### src/rtl/des_round_ctrl.sv
// Sequencer for the iterative DES round datapath: load strobe, 16 round launches, final/FP strobe, done pulse.
// Optional WAIT timeout enabled by defining DES_ROUND_TIMEOUT_EN.
module des_round_ctrl #(
  parameter int NUM_ROUNDS     = 16,
  parameter int TIMEOUT_CYCLES = 64
) (
  input  logic       clk_in,
  input  logic       rst_n_in,
  input  logic       start_in,
  input  logic       decrypt_in,
  input  logic       abort_in,
  input  logic       round_done_in,
  output logic       ready_out,
  output logic       busy_out,
  output logic       load_out,
  output logic       round_valid_out,
  output logic [3:0] round_idx_out,
  output logic [1:0] key_shift_out,
  output logic       key_dir_out,
  output logic       final_out,
  output logic       done_out,
  output logic       err_out
);

  typedef enum logic [2:0] {
    S_IDLE  = 3'd0,
    S_LOAD  = 3'd1,
    S_ISSUE = 3'd2,
    S_WAIT  = 3'd3,
    S_FINAL = 3'd4,
    S_DONE  = 3'd5
  } state_t;

  state_t     state, state_nxt;
  logic [3:0] cnt, cnt_nxt;
  logic       mode, mode_nxt;
  logic       last_round;
  logic       timeout_hit;

  assign last_round = (cnt == 4'(NUM_ROUNDS - 1));

  // Decrypt round 0 uses the unrotated key; otherwise both directions share one schedule.
  function automatic logic [1:0] shift_of(input logic [3:0] r, input logic dec);
    logic [1:0] s;
    case (r)
      4'd0:               s = dec ? 2'd0 : 2'd1;
      4'd1, 4'd8, 4'd15:  s = 2'd1;
      default:            s = 2'd2;
    endcase
    return s;
  endfunction

`ifdef DES_ROUND_TIMEOUT_EN
  localparam int WW = $clog2(TIMEOUT_CYCLES + 1);
  logic [WW-1:0] wait_cnt;
  logic          err_q;

  assign timeout_hit = (state == S_WAIT) && !round_done_in &&
                       (wait_cnt == WW'(TIMEOUT_CYCLES - 1));

  always_ff @(posedge clk_in or negedge rst_n_in) begin
    if (!rst_n_in) begin
      wait_cnt <= '0;
      err_q    <= 1'b0;
    end else begin
      err_q <= timeout_hit && !abort_in;
      if (state == S_ISSUE)
        wait_cnt <= '0;
      else if (state == S_WAIT && !round_done_in)
        wait_cnt <= wait_cnt + 1'b1;
    end
  end

  assign err_out = err_q;
`else
  assign timeout_hit = 1'b0;
  assign err_out     = 1'b0;
`endif

  always_ff @(posedge clk_in or negedge rst_n_in) begin
    if (!rst_n_in) begin
      state <= S_IDLE;
      cnt   <= 4'd0;
      mode  <= 1'b0;
    end else begin
      state <= state_nxt;
      cnt   <= cnt_nxt;
      mode  <= mode_nxt;
    end
  end

  always_comb begin
    state_nxt = state;
    cnt_nxt   = cnt;
    mode_nxt  = mode;
    if (abort_in && state != S_IDLE) begin
      state_nxt = S_IDLE;
      cnt_nxt   = 4'd0;
    end else begin
      case (state)
        S_IDLE: begin
          if (start_in && !abort_in) begin
            state_nxt = S_LOAD;
            cnt_nxt   = 4'd0;
            mode_nxt  = decrypt_in;
          end
        end
        S_LOAD:  state_nxt = S_ISSUE;
        S_ISSUE: state_nxt = S_WAIT;
        S_WAIT: begin
          if (round_done_in) begin
            if (last_round) begin
              state_nxt = S_FINAL;
            end else begin
              state_nxt = S_ISSUE;
              cnt_nxt   = cnt + 4'd1;
            end
          end else if (timeout_hit) begin
            state_nxt = S_IDLE;
            cnt_nxt   = 4'd0;
          end
        end
        S_FINAL: state_nxt = S_DONE;
        S_DONE: begin
          state_nxt = S_IDLE;
          cnt_nxt   = 4'd0;
        end
        default: begin
          state_nxt = S_IDLE;
          cnt_nxt   = 4'd0;
        end
      endcase
    end
  end

  assign ready_out       = (state == S_IDLE);
  assign busy_out        = (state != S_IDLE);
  assign load_out        = (state == S_LOAD);
  assign round_valid_out = (state == S_ISSUE);
  assign final_out       = (state == S_FINAL);
  assign done_out        = (state == S_DONE);
  assign round_idx_out   = cnt;
  assign key_shift_out   = busy_out ? shift_of(cnt, mode) : 2'd0;
  assign key_dir_out     = mode;

endmodule
### config.mk
export PLATFORM = sky130hd
export DESIGN_NAME = des_round_ctrl
export DESIGN_NICKNAME = d
export VERILOG_FILES = /design/src/rtl/des_round_ctrl.sv
export SDC_FILE = /design/constraint.sdc
export NUM_CORES = 1
export LEC_CHECK = 0
export CAP_MARGIN = 30
export CELL_PAD_IN_SITES_DETAIL_PLACEMENT = 1
export CELL_PAD_IN_SITES_GLOBAL_PLACEMENT = 1
export CORE_MARGIN = 4
export CORE_UTILIZATION = 30
export DETAILED_ROUTE_END_ITERATION = 10
export GPL_TIMING_DRIVEN = 1
export HOLD_SLACK_MARGIN = 0.08
export PLACE_DENSITY = 0.75
export REMOVE_ABC_BUFFERS = 1
export SETUP_SLACK_MARGIN = 0.02
export SLEW_MARGIN = 15
export SYNTH_ARGS = -nofsm -noshare
export SYNTH_HDL_FRONTEND = slang
export SYNTH_SLANG_ARGS = --single-unit
### constraint.sdc
create_clock -name clk_in -period 1.5 [get_ports clk_in]
set_input_delay 0.3 -clock clk_in [delete_from_list [all_inputs] [get_ports clk_in]]
set_output_delay 0.3 -clock clk_in [all_outputs]
set_load 0.02 [all_outputs]
==> metrics.md, run 1 <==
| Metric | Value |
|---|---|
| Run status | `complete, but fails checks` |
| Failing checks | `setup timing` |
| Num rows | `16` |
| First drt pass iteration count | `4` |
| Max-slew violation count | `0` |
| Overall via count from detail_route | `762` |
| Antenna diode count | `0` |
| Detailed placement HPWL | `around 1700 um` |
| Timing-limited maximum frequency | `565.2 MHz` |
| Clock edge transition at the registers on the reported setup and hold paths | `around 70 ps` |
| Setup clock skew after layout | `around 6.4 ps` |
| Via-to-Cell Ratio | `roughly 5.2` |
| Total power divided by cell area | `636.7 mW/mm2` |
| Floorplan die width | `approximately 55 um` |
| Final Cycle Share | `118.0%` |
| Clock network latency to the later pin of the worst-skew pair | `approximately 270 ps` |
| Post-placement setup slack | `-474.9 ps` |
| Combinational share of power | `43.8%` |
| Final weighted congestion in routability-driven placement | `~0.77` |
| I/O pin total | `20` |
| Post-synth top area share | `between 30% and 40%` |
| Leakage power figure | `0.5392 nW` |
| Gate count of the mapped netlist | `70` |
| Setup crit start kind | `flip-flop` |
| Internal | `roughly 0.00049 W` |
| Setup Crit Path Kind | `flip-flop to primary output` |
| Number of design rule violations left after detail routing | `0` |
| Number of clock sinks | `8` |
| Min-delay worst type | `input port to async pin` |
| Maximum root-to-sink buffer count | `2` |
| WP data arrival | `about 1500 ps` |
| Global-route usage over all layers | `around 17%` |
| Die area | `0.003022 mm2` |
| Starting Density | `32.74%` |
| Post-synthesis instance area | `661.9 um2` |
| Setup repair after global routing missed its margin | `yes` |
| Port bufs | `18` |
| Via count of the first global-routing pass | `723` |
| Clk root buf | `clkbuf_4` |
| Pin count of the biggest net entering global routing | `9` |
| Flop pwr share | `a little under a third` |
| Final hold violations | `0` |
| Synth warnings | `0` |
| Total grt overflow | `0` |
| Switching power of the nets | `0.0002657 W` |
| Count of nets left with antenna violations after detail routing | `0` |
| Worst Slack Setup Final | `-269.3 ps` |
| Mean instance size in the synthesized netlist | `between 9 and 10 um2` |
| Seq/Total Area, Yosys | `between 30% and 40%` |
| Number of nets in the layout | `around 130` |
| Total Routed Length | `around 2800 um` |
| Number of clock buffers inserted by TritonCTS | `3` |
| Portion of total power attributed to the clock network | `approximately 24%` |
| Average wire per cell in the routed design | `~19 um` |
| Setup violators final | `9` |
| Switching part of the total | `between 30% and 40%` |
| Minimum period implied by the final worst setup slack | `between 1500 and 2000 ps` |
| Library cell occupying the most area in the post-synthesis netlist | `dfrtp_1` |
| Die H | `about 55 um` |
| CTS HTree Levels | `1` |
| DRC violation total after the first TritonRoute iteration | `12` |
| Critical Path Sink Type | `primary output` |
| Cells taking the most area after synthesis | `dfrtp_1 (30%), ha_1 (5.7%), inv_1 (4.0%), o2111ai_4 (4.0%), o32a_4 (3.4%)` |
| Synthesis-to-layout area growth | `78.45%` |
| Cell variety after synth | `37` |
| First-pass GRT wire length | `3532 um` |
| Proportion of layout cells with a drive suffix above 1 | `a little over three fifths` |
| Antenna violations before repair | `0` |
| Data required, critical path | `~1200 ps` |
| Clock tree from TritonCTS | `done` |
| Start of the worst register-to-register path | `round_idx_out[0]$_DFFE_PN0P_` |
| Final core utilization | `between 50 and 60%` |
| Number of maximum-capacitance violations | `0` |
| Fill cell instance count of the final layout | `~240` |
| Largest voltage drop on the vdd net | `about 0.48 mV` |
| Floorplan Core Area | `~0.0020 mm2` |
| Max Fanout on Critical Path | `4` |
| Flip-flop and latch count after synthesis | `8` |
| Crit path from | `round_idx_out[0]$_DFFE_PN0P_` |
-- layout make-up --
cell class,instances,area (um2),area share (%)
inverters,8,35.03,2.966
multi-input cells,51,479.2,40.57
clock buffers,3,22.52,1.907
flip-flops and latches,8,203.9,17.27
well taps,27,33.78,2.860
repair buffers,50,406.6,34.43
-- power by group through the flow --
| stage | clock network (W) | logic (W) | registers (W) |
|---|---|---|---|
| 6_report | 0.000184 | 0.000329 | 0.000239 |
| 3_5_place_dp | 0 | 0.000284 | 0.000240 |
| 4_1_cts | 0.000182 | 0.000302 | 0.000237 |
| 5_1_grt | 0.000196 | 0.000354 | 0.000240 |
| 2_1_floorplan | 0 | 0.000133 | 0.000253 |
| 3_3_place_gp | 0 | 0.000275 | 0.000238 |
-- timing repair --
item,CTS,global route
setup buffers,4,7
resized for setup,69,19
endpoints found under the setup margin,17,16
pin swaps,6,1
hold buffers,0,0
-- placed cells by master, fill, tap and decap left out, types with 2 or more instances in the layout --
cell type        Yosys  routed
buf_4                1      31
buf_6                1       8
nand2_1              5       5
clkdlybuf4s50_1      0       5
dfrtp_1              8       5
clkbuf_2             0       4
inv_2                0       3
inv_1                7       3
clkbuf_4             0       3
dfrtp_2              0       3
inv_4                1       2
o21ai_1              0       2
nand2b_1             3       2
a21oi_2              0       2
nor2_1               3       2
nor3_1               3       2
nand3b_1             2       2
ha_4                 0       2
-- metrics by stage --
step                      std cells  hold slack (ps)  power [W]  TNS, ps  instance area (um2)
after floorplan                  67            4.409  0.0003869   -664.4                638.1
after global placement          133            608.8  0.0005131    -2571                 1010
after detailed placement        133            621.9  0.0005238    -2969                 1010
after CTS                       140            338.0  0.0007202    -1215                 1102
after global routing            147            367.3  0.0007897    -2087                 1181
final                           147            334.8  0.0007521    -1549                 1181
-- path summary, 6_finish.rpt --
kind                                                 to  slack [ps]  cells past startpoint
min in group clk_in             key_dir_out$_DFFE_PN0P_         680                      2
hold / removal                  key_dir_out$_DFFE_PN0P_         330                      1
setup reg to reg           round_idx_out[1]$_DFFE_PN0P_        -240                      6
max in group asynchronous  round_idx_out[0]$_DFFE_PN0P_         840                      1
hold reg to reg                 key_dir_out$_DFFE_PN0P_         680                      2
setup / recovery                       key_shift_out[1]        -270                      4
-- cells in the mapped netlist --
library cell,n
nand2_1,5
o32a_4,1
dfrtp_1,8
and4bb_2,1
nand3b_1,2
inv_1,7
ha_1,3
and3_1,2
nor2_1,3
o31ai_1,1
a31oi_1,1
conb_1,1
mux2_2,1
nand2b_1,3
nand4_1,1
nand3_1,1
o22ai_2,1
a21oi_1,3
nor3_1,3
mux2i_1,2
o2bb2ai_1,1
o211ai_1,1
o211a_1,1
a211oi_1,1
inv_4,1
nand2_2,1
or2_4,1
and4_1,1
o21ai_0,3
buf_2,1
buf_6,1
and2_1,1
buf_4,1
nor2b_1,2
nor2_8,1
o2111ai_4,1
o21ai_4,1
-- worst max-delay path, stage by stage (launching register included) --
cell and delay, ps:
dfrtp_2 450, ha_2 210, and3_1 220, nor3_1 140
buf_2 190
-- logic make-up (layout without fill, tap and decap cells) --
group / Yosys count / after routing / synth area share (%)
muxes: 3 / 3 / 4.726
adders and majority gates: 3 / 3 / 5.672
buffers and inverters: 11 / 61 / 8.508
DFF: 8 / 8 / 30.25
other: 1 / 1 / 0.5666
and+or+nand+nor: 28 / 28 / 26.84
AOI/OAI and AO/OA: 16 / 16 / 23.44
-- state kept, by name (all words and copies together) (netlist names) --
signal / flops
round_idx_out: 4
state: 3
key_dir_out: 1
-- per-layer routing --
| layer | global-route usage (%) | routed length, um | up-vias |
|---|---|---|---|
| met5 | 0 | 0 | - |
| met4 | 6.073 | 76 | 0 |
| met3 | 2.413 | 67 | 8 |
| met2 | 29.13 | 1436 | 19 |
| met1 | 22.28 | 1235 | 387 |
| li1 | - | - | 348 |
(Power assumes the default switching activity.)
==> run 2: changes to the inputs <==
--- a/config.mk
+++ b/config.mk
@@ -9,11 +9,12 @@
 export CELL_PAD_IN_SITES_DETAIL_PLACEMENT = 1
 export CELL_PAD_IN_SITES_GLOBAL_PLACEMENT = 1
 export CORE_MARGIN = 4
-export CORE_UTILIZATION = 30
+export CORE_UTILIZATION = 40
 export DETAILED_ROUTE_END_ITERATION = 10
+export DONT_BUFFER_PORTS = 1
 export GPL_TIMING_DRIVEN = 1
 export HOLD_SLACK_MARGIN = 0.08
-export PLACE_DENSITY = 0.75
+export PLACE_DENSITY = 0.74
 export REMOVE_ABC_BUFFERS = 1
 export SETUP_SLACK_MARGIN = 0.02
 export SLEW_MARGIN = 15
==> run 2 against run 1 <==
  * Cell count fell by 14%
  * The run still ends with setup timing left
  * Wire length rose by 12%
  * Utilization rose by 14 points
  * Largest power group unchanged
  * First-iteration DRC count rose by 17%
  * Highest routed layer unchanged
  * Critical endpoint unchanged
==> metrics.md, run 2 (synthesis gave the netlist of run 1 again) <==
| Metric | Value |
|---|---|
| Run status | `complete, but fails checks` |
| Failing checks | `setup timing` |
| Total power divided by cell area | `about 660 mW/mm2` |
| Max reg flops | `4` |
| Final core utilization | `between 70 and 80%` |
| Max-slew violation count | `0` |
| Setup clock skew after layout | `between 10 and 15 ps` |
| Final weighted congestion in routability-driven placement | `~0.77` |
| Post-Route Hold Slack | `approximately 86 ps` |
| Clock network latency to the later pin of the worst-skew pair | `approximately 280 ps` |
| Via-to-Cell Ratio | `a little under 6` |
| Floorplan die width | `48.68 um` |
| Fill cell instance count of the final layout | `~160` |
| Final hold violations | `0` |
| Most common cell after layout, fill and taps aside | `buf_4` |
| Data required, critical path | `between 1000 and 1500 ps` |
| Uppermost routed layer | `met4` |
| Number of clock buffers inserted by TritonCTS | `3` |
| Number of nets in the layout | `between 100 and 150` |
| Timing-limited maximum frequency | `531.2 MHz` |
| Clk root buf | `clkbuf_4` |
| Sequential cell area in the final layout | `around 200 um2` |
| DRC violation total after the first TritonRoute iteration | `14` |
| Area used by multi-input combinational logic | `505.5 um2` |
| First-pass GRT wire length | `about 3700 um` |
| Port bufs | `0` |
| Total Routed Length | `roughly 3200 um` |
| Min-delay worst type | `input port to flip-flop` |
| Num rows | `14` |
| CTS HTree Levels | `1` |
| Die area | `about 0.0024 mm2` |
| Leakage power figure | `0.5048 nW` |
| Starting Density | `between 40 and 50%` |
| Setup crit start kind | `flip-flop` |
| Antenna violations before repair | `0` |
| Clock tree from TritonCTS | `done` |
| Total grt overflow | `0` |
| Max Fanout on Critical Path | `3` |
| First drt pass iteration count | `4` |
| Maximum root-to-sink buffer count | `2` |
| Placed insts | `between 100 and 150` |
| Die H | `between 40 and 50 um` |
| Setup Crit Path Kind | `flip-flop to primary output` |
| Number of design rule violations left after detail routing | `0` |
| Floorplan Core Area | `about 0.0015 mm2` |
| Minimum period implied by the final worst setup slack | `approximately 1900 ps` |
| Layout Cells excl Fill | `~130` |
| Setup repair after global routing missed its margin | `yes` |
| Most used cells in the layout excluding fill and tap cells | `buf_4 (29), buf_6 (10), dfrtp_1 (6), nand2_1 (5), inv_1 (4)` |
| Average wire per cell in the routed design | `approximately 25 um` |
| Critical Path Sink Type | `primary output` |
| Number of maximum-capacitance violations | `0` |
| I/O pin total | `20` |
| Final Cycle Share | `125.5%` |
| Worst Slack Setup Final | `-382.7 ps` |
| Antenna diode count | `0` |
| Setup violators final | `11` |
| Via count of the first global-routing pass | `~730` |
| Global-route usage over all layers | `about 20%` |
| Clock edge transition at the registers on the reported setup and hold paths | `roughly 60 ps` |
| Largest voltage drop on the vdd net | `0.6386 mV` |
| Overall via count from detail_route | `728` |
| WP data arrival | `1580 ps` |
| Pin count of the biggest net entering global routing | `9` |
| Synthesis-to-layout area growth | `69.75%` |
| Routed metal-1 wirelength | `approximately 1300 um` |
| Routed met2 length | `~1600 um` |
| Detailed placement HPWL | `roughly 1400 um` |
| Count of nets left with antenna violations after detail routing | `0` |
| Met3 WL post-DR | `~170 um` |
| Number of clock sinks | `8` |
| Proportion of layout cells with a drive suffix above 1 | `between 60 and 70%` |
-- run 2: cell types whose count changed in the layout (fill, tap and decap cells not counted), moves of 2 or more --
cell / before / now
buf_6: 8 / 10
o21ai_1: 2 / 0
buf_4: 31 / 29
clkdlybuf4s50_1: 5 / 0
clkbuf_2: 4 / 0
-- run 2: path summary, 6_finish.rpt --
check / from / to / slack, ps / cells past startpoint
min: abort_in / state[2]$_DFFE_PN0P_ / 90 / 1
max in group asynchronous: rst_n_in / round_idx_out[0]$_DFFE_PN0P_ / 750 / 1
min reg2reg: round_idx_out[3]$_DFFE_PN0P_ / round_idx_out[3]$_DFFE_PN0P_ / 680 / 2
max: round_idx_out[1]$_DFFE_PN0P_ / key_shift_out[1] / -380 / 5
max reg2reg: state[1]$_DFFE_PN0P_ / round_idx_out[1]$_DFFE_PN0P_ / -140 / 5
min in group asynchronous: rst_n_in / state[2]$_DFFE_PN0P_ / 400 / 1
-- run 2: through the flow --
stage	cell area (um2)	TNS (ps)	setup WS (ps)	power, W
detailed placement	800.8	-283.6	-85.71	0.0004557
global route	1124	-2289	-449.4	0.0007672
finish	1124	-1613	-382.7	0.0007381
global placement	800.8	0	5.863	0.0004463
CTS	965.9	-670.6	-243.3	0.0006722
floorplan	638.1	-664.4	-276.2	0.0003869
-- run 2: area by class of cell --
cell class | count | share of cell area, %
multi-input combinational | 51 | 44.99
sequential | 8 | 18.04
inverter | 8 | 2.895
tap | 16 | 1.782
timing repair buffer | 40 | 30.29
clock buffer | 3 | 2.004
-- run 2: power by group --
part / internal (W) / switching [W]
Combinational: 0.000147 / 0.000165
Clock: 0.0000928 / 0.0000927
Sequential: 0.000228 / 0.0000123
-- run 2: routing by layer --
| layer | vias to the layer above | global-route usage (%) |
|---|---|---|
| met5 | - | 0 |
| met4 | 0 | 6.726 |
| met3 | 7 | 6.442 |
| met2 | 30 | 32.61 |
| met1 | 365 | 25.52 |
| li1 | 326 | - |
-- run 2: what timing repair did --
item | 4_1_cts | 5_1_grt
setup buffers | 10 | 10
endpoints found under the setup margin | 12 | 12
endpoints found under the hold margin | 8 | 0
hold buffers | 1 | 0
pin swaps | 8 | 6
resized for setup | 20 | 18
-- run 2: critical path: stages (launching register included) --
cell and delay (ps):
dfrtp_1 430, buf_6 150, ha_4 160, and3_4 200
nor3_2 200, buf_4 180
